--- src/rtl/holiday_input_conditioner.sv ---
// holiday_input_conditioner: synchronises, debounces and qualifies the roller's button and switches.
// Optional HOLIDAY_LONG_PRESS_EN builds the long_press hold detector; otherwise long_press is 0.
module holiday_input_conditioner #(
  parameter int DEBOUNCE_CYCLES = 2_000_000,
  parameter int SW_STABLE_CYCLES = 2_000_000,
  parameter int LONG_PRESS_CYCLES = 200_000_000
) (
  input  logic       clk,
  input  logic       rst,
  input  logic       button_raw,
  input  logic [2:0] switch_raw,
  output logic       button_pulse,
  output logic       button_level,
  output logic [2:0] switch_stable,
  output logic       switch_changed,
  output logic       long_press
);
  localparam int DW = $clog2(DEBOUNCE_CYCLES) + 1;
  localparam int SW = $clog2(SW_STABLE_CYCLES) + 1;
  localparam logic [DW-1:0] DB_LAST = DW'(DEBOUNCE_CYCLES - 1);
  localparam logic [SW-1:0] SW_LAST = SW'(SW_STABLE_CYCLES - 1);
  if (DEBOUNCE_CYCLES < 2 || SW_STABLE_CYCLES < 2 || LONG_PRESS_CYCLES < 2) begin : g_bad_param
    $error("holiday_input_conditioner: cycle parameters must be >= 2");
  end
  typedef enum logic [1:0] {RELEASED, PRESS_CHK, PRESSED, RELEASE_CHK} state_t;
  state_t state;
  logic [1:0] btn_q;
  logic [2:0] sw_q1, sw_s, candidate;
  logic [DW-1:0] cnt;
  logic [SW-1:0] scnt;
  logic btn_s;
  assign btn_s = btn_q[1];
  always_ff @(posedge clk) begin
    if (rst) begin
      btn_q <= '0;
      state <= RELEASED;
      cnt <= '0;
      button_pulse <= 1'b0;
      button_level <= 1'b0;
    end else begin
      btn_q <= {btn_q[0], button_raw};
      button_pulse <= 1'b0;
      case (state)
        RELEASED: if (btn_s) begin
          state <= PRESS_CHK;
          cnt <= '0;
        end
        PRESS_CHK: if (!btn_s) begin
          state <= RELEASED;
          cnt <= '0;
        end else if (cnt == DB_LAST) begin
          state <= PRESSED;
          cnt <= '0;
          button_pulse <= 1'b1;
          button_level <= 1'b1;
        end else cnt <= cnt + 1'b1;
        PRESSED: if (!btn_s) begin
          state <= RELEASE_CHK;
          cnt <= '0;
        end
        RELEASE_CHK: if (btn_s) begin
          state <= PRESSED;
          cnt <= '0;
        end else if (cnt == DB_LAST) begin
          state <= RELEASED;
          cnt <= '0;
          button_level <= 1'b0;
        end else cnt <= cnt + 1'b1;
        default: state <= RELEASED;
      endcase
    end
  end
  // one shared qualification counter: any bit change restarts the whole bus
  always_ff @(posedge clk) begin
    if (rst) begin
      sw_q1 <= '0;
      sw_s <= '0;
      candidate <= '0;
      scnt <= '0;
      switch_stable <= '0;
      switch_changed <= 1'b0;
    end else begin
      sw_q1 <= switch_raw;
      sw_s <= sw_q1;
      switch_changed <= 1'b0;
      if (sw_s != candidate) begin
        candidate <= sw_s;
        scnt <= '0;
      end else if (scnt != SW_LAST) scnt <= scnt + 1'b1;
      else if (candidate != switch_stable) begin
        switch_stable <= candidate;
        switch_changed <= 1'b1;
      end
    end
  end
`ifdef HOLIDAY_LONG_PRESS_EN
  localparam int LW = $clog2(LONG_PRESS_CYCLES) + 1;
  localparam logic [LW-1:0] LP_LAST = LW'(LONG_PRESS_CYCLES - 1);
  logic [LW-1:0] hcnt;
  // hcnt parks at LP_LAST+1 so the pulse fires once per press
  always_ff @(posedge clk) begin
    if (rst || state != PRESSED) begin
      hcnt <= '0;
      long_press <= 1'b0;
    end else begin
      long_press <= hcnt == LP_LAST;
      hcnt <= hcnt + LW'(hcnt <= LP_LAST);
    end
  end
`else
  assign long_press = 1'b0;
`endif
endmodule

--- config.mk ---
export PLATFORM = sky130hd
export DESIGN_NAME = holiday_input_conditioner
export DESIGN_NICKNAME = d
export VERILOG_FILES = /design/src/rtl/holiday_input_conditioner.sv
export SDC_FILE = /design/constraint.sdc
export NUM_CORES = 1
export LEC_CHECK = 0
export ABC_AREA = 1
export CORE_UTILIZATION = 35
export DETAILED_ROUTE_END_ITERATION = 10
export SETUP_SLACK_MARGIN = 0.05
export SYNTH_ARGS = -nofsm -noshare
export SYNTH_HDL_FRONTEND = slang
export SYNTH_SLANG_ARGS = --single-unit
--- constraint.sdc ---
create_clock -name clk -period 4.02 [get_ports clk]
set_input_delay 0.402 -clock clk [delete_from_list [all_inputs] [get_ports clk]]
set_output_delay 0.402 -clock clk [all_outputs]
set_load 0.01 [all_outputs]
# Word-level counts from Yosys, hierarchy flattened
# Cells that the tools add are included.
dict set report totals {
  register_bits 63
  in_bits 6
}
dict set report op_classes {
  add_sub_neg 2
  n_eq_ne 15
  muxes 20
  n_bitwise 4
  reduce_logical 9
}
# cell count
set op_table {}
lappend op_table {{$mux W22} 5}
lappend op_table {{$pmux W22 S4} 1}
lappend op_table {{$add A22 B1 Y22 const B} 2}
lappend op_table {{$eq A22 B21 Y1 const B} 1}
lappend op_table {{$ne A22 B21 Y1 const B} 1}
lappend op_table {{$mux W2} 6}
lappend op_table {{$ne A2 B2 Y1 const B} 6}
lappend op_table {{$pmux W2 S4} 1}
lappend op_table {{$mux W1} 6}
lappend op_table {{$ne A3 B3 Y1} 2}
lappend op_table {{$ne A3 B3 Y1 const B} 2}
lappend op_table {{$reduce_or A3 Y1} 2}
lappend op_table {{$reduce_and A5 Y1} 1}
lappend op_table {{$eq A2 B2 Y1 const B} 2}
lappend op_table {{$not A1 Y1} 4}
lappend op_table {{$reduce_and A4 Y1} 1}
lappend op_table {{$reduce_and A3 Y1} 1}
lappend op_table {{$eq A2 B1 Y1 const B} 1}
lappend op_table {{$logic_not A2 Y1} 1}
lappend op_table {{$pmux W1 S2} 1}
lappend op_table {{$reduce_and A2 Y1} 1}
lappend op_table {{$reduce_bool A2 Y1} 1}
lappend op_table {{$reduce_or A2 Y1} 1}

# Longest topological paths before layout
# Gate-level depths: netlist of run 1.
dict set report depth {
  depth_word 4
  depth_mapped 10
}

# Least setup slack after synthesis of run 1
# OpenSTA, ideal clock, no wires.
dict set report synth_timing {
  path_type {reg-to-reg}
  startpoint {reg scnt[0]}
  endpoint {reg scnt[16]}
  arrival_time_ns 1.348
  t_required_ns 3.898
  setup_slack_ns 2.550
  path_stages_with_launch 9
  n_path_buf 0
  period_less_slack_ns 1.470
  cell_sequence {dfxtp_1 -> ha_1 -> nand3_2 -> nor2_4 -> nand2_2 -> nor2_4 -> inv_1 -> o21ai_0 -> a21oi_1}
}
dict set report synth_via {
  elab_chain_len 1
  word_cells_on_any_way 2
}
# item line_no
set synth_rtl {}
lappend synth_rtl {{start, declared} 30} ;# logic [SW-1:0] scnt;
lappend synth_rtl {{start signal, assigned} 89} ;# end else if (scnt != SW_LAST) scnt <= scnt + 1'b1;
lappend synth_rtl {{$add A22 B1 Y22 / $ne A22 B21 Y1 (equally long branches)} 89}
# Parallel ways exist; a longest one is shown, timed or not.
# A chain may end at the register's enable or synchronous reset.

# Worst setup path after layout of run 1
dict set report layout_timing {
  startpoint {in rst}
  endpoint {reg scnt[1]}
}
dict set report layout_via {
  elab_chain_len 1
}
# item line_no
set layout_rtl {}
lappend layout_rtl {{start, declared} 9} ;# input logic rst,
lappend layout_rtl {{$reduce_or A2 Y1 (no source line)} -}
# Every way passes these cells.

==> flow_summary.json, run 1 <==
{
  "synth_area_sq_mm": 0.003379,
  "reg2reg_slack_ns": 2.28,
  "rows": 35,
  "io_buffers": 11,
  "crit_start": "rst",
  "fillers": 995,
  "cts_buffers": 9,
  "met2_usage_pct": 26.82,
  "setup_viol": 0,
  "overflow": 0,
  "cts.clk_slew.worst_paths_ns": 0.08,
  "crit_cells": 7,
  "yosys_warnings": 0,
  "grtUsageMet3_pct": 4.248,
  "slew_violations": 0,
  "worstMarginPinSlew_ns": 0.6365,
  "initial_core_util_pct": 36.40,
  "synth_cell_types": 34,
  "root_buffer": "clkbuf_8",
  "crit_buf_inv": 4,
  "cts_hold_buf": 0,
  "worstSkewPairLatency_ns": 0.35,
  "gp_congestion": 0.8644,
  "num_vias": 3113,
  "finalCriticalPeriod_ns": 2.017,
  "min_path_type": "flop to flop",
  "leakage_uw": 0.001336,
  "worst_r2r_path_depth": 8,
  "grt_pass1_vias": 2943,
  "r2r_end": "scnt[16]",
  "worstSetupEndpoint": "scnt[1]",
  "ctsResizeCount": 0,
  "htree_levels": 3,
  "finalClockSkew_ns": 0.01104,
  "hold_viol_final": 0,
  "cts_tree": "yes",
  "dpl_cell_area_sq_mm": 0.003601,
  "yosysSeqAreaShare_pct": 37.32,
  "cpMaxStageDelayCell": "clkdlybuf4s50_1",
  "postCtsSetupBuffers": 0,
  "fin_setup_tns_ns": 0,
  "die_y_microns": 100.3,
  "cts_buffer_depth": 2,
  "synth-seq-cells": 63,
  "maxCapViolations": 0,
  "p_per_area_mw_per_mm2": 332.0,
  "met1_usage_pct": 19.78,
  "synthArstFlopShare_pct": 0,
  "reg2reg_from": "scnt[0]",
  "grt_pass1_wl_microns": 13010,
  "criticalPathCategory": "input port to flop",
  "grt_max_degree": 31,
  "drc": 0,
  "end_kind": "flop",
  "slew_headroom_pct": 57.52,
  "stdcell_count": 651,
  "dpl.cell_count": 635,
  "max_freq_mhz": 495.7,
  "fin_crit_sh_pct": 50.18,
  "crit_family": "buffers and inverters",
  "dieArea_sq_mm": 0.01005,
  "syn-num-nets": 512,
  "start_kind": "input port",
  "antenna_left": 0,
  "arrival_ns": 2.25,
  "drtPass1Iterations": 4,
  "cts_sinks": 63,
  "synth.avg_cell_area_sq_um": 6.705,
  "post_drt_wl_per_cell_microns": 11.35,
  "dp_hpwl_microns": 5365,
  "viasPerCell": 4.782,
  "fp.dieW_microns": 100.3,
  "run_status": "completed",
  "nets": 525,
  "synthCells": 504,
  "path_max_fanout": 30,
  "synth_area_leaders": "dfxtp_1, nand2_1, inv_1",
  "synth_top_area_cell": "dfxtp_1",
  "area_growth_pct": 12.59,
  "wl_microns": 7386,
  "min_from": "sw_q1[2]",
  "busiest_layer": "met2",
  "grtUsageTotal_pct": 16.24,
  "cp.required_ns": 4.25,
  "ir_drop_mv": 0.1848,
  "drive_gt1_share_pct": 9.770,
  "synthFlopType": "dfxtp_1",
  "synth_edf_count": 0,
  "antenna_cells": 0,
  "coreArea_sq_mm": 0.009284,
  "yosysTopAreaCellShare_pct": 37.32,
  "fin_area_sq_mm": 0.003805,
  "antenna_found_initial": 0,
  "path_cells": "clkdlybuf4s50_1, buf_4, inv_1, nand2_2, clkinv_1, o21ai_0, a21oi_1",
  "max_stage_delay_ns": 0.45,
  "ioPinCount": 13,
  "rsz0062_at_grt": "false",
  "drtIter0Drc": 126
}
## power breakdown
part           internal [uW]  switching [uW]  total, uW
logic                   15.6            35.1       50.7
clock network            293             283        576
registers                631            5.91        637
total                    939             324       1260
## metrics by stage
stage / hold slack, ns / utilization (%) / worst slack, ns / power (uW)
after global placement: 0.3969 / 38.79 / 1.689 / 702.1
final: 0.4073 / 40.98 / 2.003 / 1263
after CTS: 0.4114 / 40.98 / 1.997 / 1286
after floorplan: 0.3883 / - / 2.550 / 688.8
after global routing: 0.4322 / 40.98 / 1.807 / 1312
after detailed placement: 0.3992 / 38.79 / 1.627 / 703.3
## per-layer routing
layer | vias to the layer above | routed length (microns)
li1 | 1635 | -
met1 | 1421 | 3533
met2 | 39 | 3457
met3 | 18 | 221
met4 | 0 | 173
met5 | - | 0
## placed cells by master (no fill, tap or decap), drive strengths merged
master,synthesis,layout
o21a,2,2
buf,6,1
and3,2,2
nand2,120,120
inv,71,73
ha,2,2
a21oi,39,39
o21bai,2,2
clkinv,3,5
xnor2,7,7
nor4b,1,1
bufinv,0,1
clkdlybuf4s50,0,11
nand3,48,48
xor2,11,11
nor3,13,13
nor2,72,72
o21ai,21,21
clkinvlp,0,2
dfxtp,63,63
clkbuf,4,9
nor4,3,3
or2,2,2
conb,1,1
nand4,11,11
## worst register-to-register path: cells and delay by family (launching register included)
kind            cells  cell delay, ns
fa+ha+maj           1            0.26
compound gates      2            0.21
flops               1            0.43
simple gates        4            0.62
buf+inv             1            0.08
## flip-flops by register name (all words and copies together) (netlist names), named ones only
| name | flops |
|---|---|
| button_level | 1 |
| switch_stable | 3 |
| btn_q | 2 |
| state | 1 |
| sw_s | 3 |
| switch_changed | 1 |
| cnt | 22 |
| candidate | 3 |
| button_pulse | 1 |
| sw_q1 | 3 |
| scnt | 22 |
## synthesized netlist by cell type (all sizes together) (4+ instances only)
cell      n
clkbuf    4
xnor2     7
xor2     11
nor3     13
inv      71
a21oi    39
buf       6
dfxtp    63
nand4    11
nand2   120
o21ai    21
nand3    48
nor2     72
## final cells by class
type | instances | area (sq um) | share of cell area, %
inverters | 74 | 281.5 | 7.399
flip-flops and latches | 63 | 1261 | 33.15
repair buffers | 12 | 117.6 | 3.091
clock inverters | 7 | 80.08 | 2.105
well taps | 129 | 161.4 | 4.242
multi-input cells | 357 | 1779 | 46.76
clock buffers | 9 | 123.9 | 3.256
## how the worst min path moves through the flow
stage / endpoint / slack [ns] / depth (start not counted)
4_1_cts: sw_s[2] / 0.41 / 2
3_5_place_dp: sw_s[2] / 0.40 / 2
6_report: sw_s[2] / 0.41 / 2
2_1_floorplan: btn_q[1] / 0.39 / 2
5_1_grt: sw_s[0] / 0.43 / 2
3_3_place_gp: sw_s[2] / 0.40 / 2
## logic make-up after synthesis
group,count (synthesis),synth area share [%]
flops,63,37.32
fa+ha+maj,2,0.7403
buf+inv,84,10.03
other cells,1,0.1110
simple gates,272,37.36
xor+xnor,18,4.665
compound gates,64,9.774
No activity file was read; power rests on OpenSTA's default activity.
==> run 2, diff against run 1 <==
clock period = 1.85 ns   (was 4.02 ns; I/O delays follow)
==> run 2 against run 1 <==
Against the previous run: first-iteration DRC count up 20%; clock power increased by 120%; global-route usage rose by 0.60 points; setup slack worse by 1.7 ns; hold slack got worse by 0.060 ns; non-clock buffer count is 4 higher; routed wire length is 2.9% higher; largest cell class unchanged; sequential power increased by 120%; sequential cell count unchanged; cell count increased by 0.61%; via count fell by 0.13%; critical path type is now flop to flop; utilization grew 0.40 points.
==> flow_summary.json, run 2 (synthesized netlist as in run 1, its figures left out) <==
{
  "setup_viol": 0,
  "cts.clk_slew.worst_paths_ns": 0.08,
  "rsz0062_at_grt": "false",
  "fillers": 1008,
  "hold_ws_ns": 0.3469,
  "antenna_left": 0,
  "p_seq_share_pct": 50.3,
  "root_buffer": "clkbuf_8",
  "num_vias": 3109,
  "busiest_layer": "met2",
  "met1_usage_pct": 21.04,
  "viasPerCell": 4.747,
  "slew_violations": 0,
  "coreArea_sq_mm": 0.009284,
  "run_status": "completed",
  "dp_hpwl_microns": 5565,
  "max_freq_mhz": 633.0,
  "power.switching_uw": 674.0,
  "die_y_microns": 100.3,
  "met2_usage_pct": 28.03,
  "antenna_found_initial": 0,
  "criticalPathCategory": "flop to flop",
  "cts_tree": "yes",
  "initial_core_util_pct": 36.40,
  "grtUsageTotal_pct": 16.83,
  "finalCriticalPeriod_ns": 1.580,
  "final_common_cell": "nand2_1",
  "hold_viol_final": 0,
  "end_kind": "flop",
  "drive_gt1_share_pct": 10.84,
  "overflow": 0,
  "drtIter0Drc": 151,
  "path_max_fanout": 5,
  "finalClockSkew_ns": 0.007513,
  "post_drt_wl_per_cell_microns": 11.61,
  "leakage_uw": 0.001351,
  "rows": 35,
  "cts_buffer_depth": 2,
  "worstSkewPairLatency_ns": 0.35,
  "grtUsageMet3_pct": 2.577,
  "min_path_type": "input port to flop",
  "p_int_uw": 2076,
  "drc": 0,
  "grt_max_degree": 30,
  "dieArea_sq_mm": 0.01005,
  "pwr-share-comb_pct": 4.4,
  "ir_drop_mv": 0.4978,
  "grt_pass1_wl_microns": 13410,
  "fin_crit_sh_pct": 85.40,
  "htree_levels": 3,
  "p_per_area_mw_per_mm2": 715.6,
  "io_buffers": 11,
  "layout_common_cells": "nand2_1, inv_1, dfxtp_1",
  "wl_microns": 7602,
  "postCtsSetupBuffers": 0,
  "drtPass1Iterations": 4,
  "reg.largest.list": "cnt x22, scnt x22",
  "fin_setup_tns_ns": 0,
  "area_growth_pct": 13.70,
  "cts_hold_buf": 0,
  "clockPowerShare_pct": 45.2,
  "start_kind": "flop",
  "switching_share_pct": 24.51,
  "cts_buffers": 9,
  "ctsResizeCount": 0,
  "maxCapViolations": 0,
  "fp.dieW_microns": 100.3,
  "ioPinCount": 13,
  "cp.required_ns": 2.08,
  "grt_pass1_vias": 3040,
  "gp_congestion": 0.9070,
  "cts_sinks": 63,
  "arrival_ns": 1.81,
  "antenna_cells": 0,
  "nets": 529
}
-- run 2: cell types whose count changed in the layout (fill, tap and decap cells not counted), sizes merged --
cell,before,now
buf,1,5
clkinvlp,2,3
clkbuf,9,10
inv,73,71
-- run 2: routing by layer --
layer  wire length [microns]  vias up
met5                       0        -
met4                     153        0
met3                     202       10
met2                    3524       32
met1                    3722     1429
li1                        -     1638
-- run 2: per-stage QoR --
step / area [sq um] / utilization, % / std cells / setup slack [ns] / power (uW)
6_report: 3842 / 41.39 / 655 / 0.2702 / 2750
5_1_grt: 3842 / 41.39 / 655 / 0.05655 / 2862
4_1_cts: 3839 / 41.35 / 655 / 0.2052 / 2783
3_5_place_dp: 3631 / 39.11 / 639 / 0.2264 / 1539
3_3_place_gp: 3631 / 39.11 / 639 / 0.2378 / 1537
2_1_floorplan: 3379 / - / 504 / 0.3801 / 1497
-- run 2: final cells by class --
cell class,count,area (sq um),area share (%)
clock buffer,10,137.6,3.582
multi-input combinational,357,1782,46.37
clock inverter,6,70.07,1.824
sequential,63,1262,32.86
timing repair buffer,16,147.6,3.842
tap,129,161.4,4.201
inverter,74,281.5,7.327
-- run 2: worst paths after layout --
path	endpoint	start	slack, ns	cells after the start
hold / removal	sw_q1[1]	switch_raw[1]	0.35	3
setup reg to reg	cnt[20]	cnt[0]	0.27	8
setup / recovery	cnt[20]	cnt[0]	0.27	8
hold reg to reg	sw_s[1]	sw_q1[1]	0.41	2
-- run 2: critical path, cell delays in order, from the launching register on --
cell and delay [ns]:
dfxtp_1 0.39, ha_1 0.25, nand3_1 0.11, nor2_2 0.21, nand3_2 0.16, o21ai_0 0.17, nand2_1 0.06, nand2_1 0.05
a21oi_1 0.05
-- run 2: power groups by stage --
| stage | clock (uW) | combinational, uW | sequential, uW |
|---|---|---|---|
| 6_report | 1240 | 122 | 1380 |
| 5_1_grt | 1340 | 138 | 1390 |
| 4_1_cts | 1280 | 123 | 1380 |
| 3_5_place_dp | 0 | 123 | 1420 |
| 3_3_place_gp | 0 | 122 | 1410 |
| 2_1_floorplan | 0 | 83.9 | 1410 |
==> run 3, diff against run 2 <==
CAP_MARGIN = 5   (was unset)
GPL_TIMING_DRIVEN = 0   (was unset)
==> run 3 against run 2 <==
Against the previous run: hold slack improved by 0.015 ns; die area did not move; sequential power about the same; combinational power about the same; via count fell by 0.84%; design area is 0.52% higher; critical path depth unchanged; sequential cell count unchanged; setup slack got worse by 0.077 ns; maximum frequency decreased by 4.6%; count of clock-buffer cells in the layout fell by 1; critical endpoint unchanged; largest cell class unchanged; largest power group unchanged.
==> flow_summary.json, run 3 (synthesized netlist as in run 1, its figures left out) <==
{
  "rsz0062_at_grt": "true",
  "cts.clk_slew.worst_paths_ns": 0.08,
  "num_vias": 3083,
  "start_kind": "flop",
  "area_growth_pct": 14.29,
  "fp.dieW_microns": 100.3,
  "cts_tree": "yes",
  "fin_setup_tns_ns": 0,
  "cts_sinks": 63,
  "fillers": 1026,
  "drc": 0,
  "coreArea_sq_mm": 0.009284,
  "ir_drop_mv": 0.4002,
  "slew_headroom_pct": 61.44,
  "post_drt_wl_per_cell_microns": 11.45,
  "max_stage_delay_ns": 0.40,
  "drtPass1Iterations": 4,
  "leakage_uw": 0.001363,
  "gp_congestion": 0.9300,
  "grtUsageTotal_pct": 16.36,
  "grt_max_degree": 13,
  "hold_viol_final": 0,
  "finalClockSkew_ns": 0.01111,
  "path_max_fanout": 5,
  "maxCapViolations": 0,
  "final_common_cell": "nand2_1",
  "fin_ws_ns": 0.1934,
  "grt_pass1_vias": 2905,
  "worstMarginPinSlew_ns": 0.5784,
  "finalCriticalPeriod_ns": 1.657,
  "worstSkewPairLatency_ns": 0.34,
  "cts_buffer_depth": 2,
  "ioPinCount": 13,
  "arrival_ns": 1.87,
  "crit_family": "simple AND/OR/NAND/NOR gates",
  "end_kind": "flop",
  "run_status": "completed",
  "die_y_microns": 100.3,
  "initial_core_util_pct": 36.40,
  "path_cells": "ha_2, nand3_1, nor2_2, nand3_2, o21ai_0, nand2_1, nand2_1, a21oi_1",
  "p_per_area_mw_per_mm2": 703.3,
  "root_buffer": "clkbuf_8",
  "rows": 35,
  "slew_violations": 0,
  "viasPerCell": 4.664,
  "place_ws_ns": 0.06886,
  "grt_pass1_wl_microns": 13050,
  "max_freq_mhz": 603.7,
  "min_path_type": "input port to flop",
  "crit_buf_inv": 0,
  "antenna_found_initial": 0,
  "io_buffers": 11,
  "overflow": 0,
  "nets": 535,
  "dieArea_sq_mm": 0.01005,
  "criticalPathCategory": "flop to flop",
  "setup_viol": 0,
  "antenna_cells": 0,
  "dp_hpwl_microns": 5622,
  "antenna_left": 0,
  "cp.required_ns": 2.06,
  "drtIter0Drc": 107,
  "layout_common_cells": "nand2_1, inv_1, dfxtp_1",
  "wl_microns": 7568,
  "stdcell_count": 661,
  "path_common_cell": "nand2_1",
  "dpl.cell_count": 644,
  "cpMaxStageDelayCell": "dfxtp_1",
  "reg.largest.list": "cnt x22, scnt x22",
  "cts_buffers": 9,
  "fin_crit_sh_pct": 89.54,
  "htree_levels": 3,
  "drive_gt1_share_pct": 11.47
}
-- run 3: cell count changes in the layout (fill, tap and decap cells not counted), moves of 2 or more --
cell	before	now
buf_2	0	4
clkbuf_1	0	4
clkinv_2	1	3
buf_4	5	2
-- run 3: final timing paths --
check | from | endpoint | slack (ns) | depth (start not counted)
max | cnt[0] | cnt[20] | 0.19 | 8
min | switch_raw[0] | sw_q1[0] | 0.36 | 3
max reg2reg | cnt[0] | cnt[20] | 0.19 | 8
min reg2reg | btn_q[0] | btn_q[1] | 0.40 | 2
-- run 3: worst min-delay path: stages --
cell	delay, ns
clkdlybuf4s50_1	0.39
inv_1	0.05
nor2_1	0.03
-- run 3: power breakdown --
part / internal [uW] / switching (uW)
Clock: 624 / 583
Sequential: 1370 / 13.1
Combinational: 41.1 / 83.7
-- run 3: metal layers --
layer  track usage [%]  share of wire (%)
met2             27.13                 46
met4             6.577                2.0
met5                 0                  0
met1             21.03                 49
met3             2.855                3.1
-- run 3: timing repair --
action	4_1_cts	5_1_grt
hold buffers	0	0
resized for setup	0	4
endpoints found under the setup margin	0	10
buffers inserted	0	1
-- run 3: per-stage QoR --
stage	instance area (sq um)	utilization, %	hold slack, ns	power (uW)
2_1_floorplan	3379	-	0.2920	1497
3_3_place_gp	3651	39.33	0.3942	1539
3_5_place_dp	3651	39.33	0.3927	1542
4_1_cts	3847	41.44	0.3591	2748
5_1_grt	3862	41.60	0.3684	2831
6_report	3862	41.60	0.3617	2717
-- run 3: area by class of cell --
| class | instances | area (sq um) | area share, % |
|---|---|---|---|
| well taps | 129 | 161.4 | 4.179 |
| multi-input cells | 357 | 1784 | 46.19 |
| inverters | 74 | 281.5 | 7.289 |
| flip-flops and latches | 63 | 1264 | 32.72 |
| plain buffers | 10 | 57.56 | 1.490 |
| repair buffers | 12 | 117.6 | 3.045 |
| clock inverters | 7 | 72.57 | 1.879 |
| clock buffers | 9 | 123.9 | 3.207 |
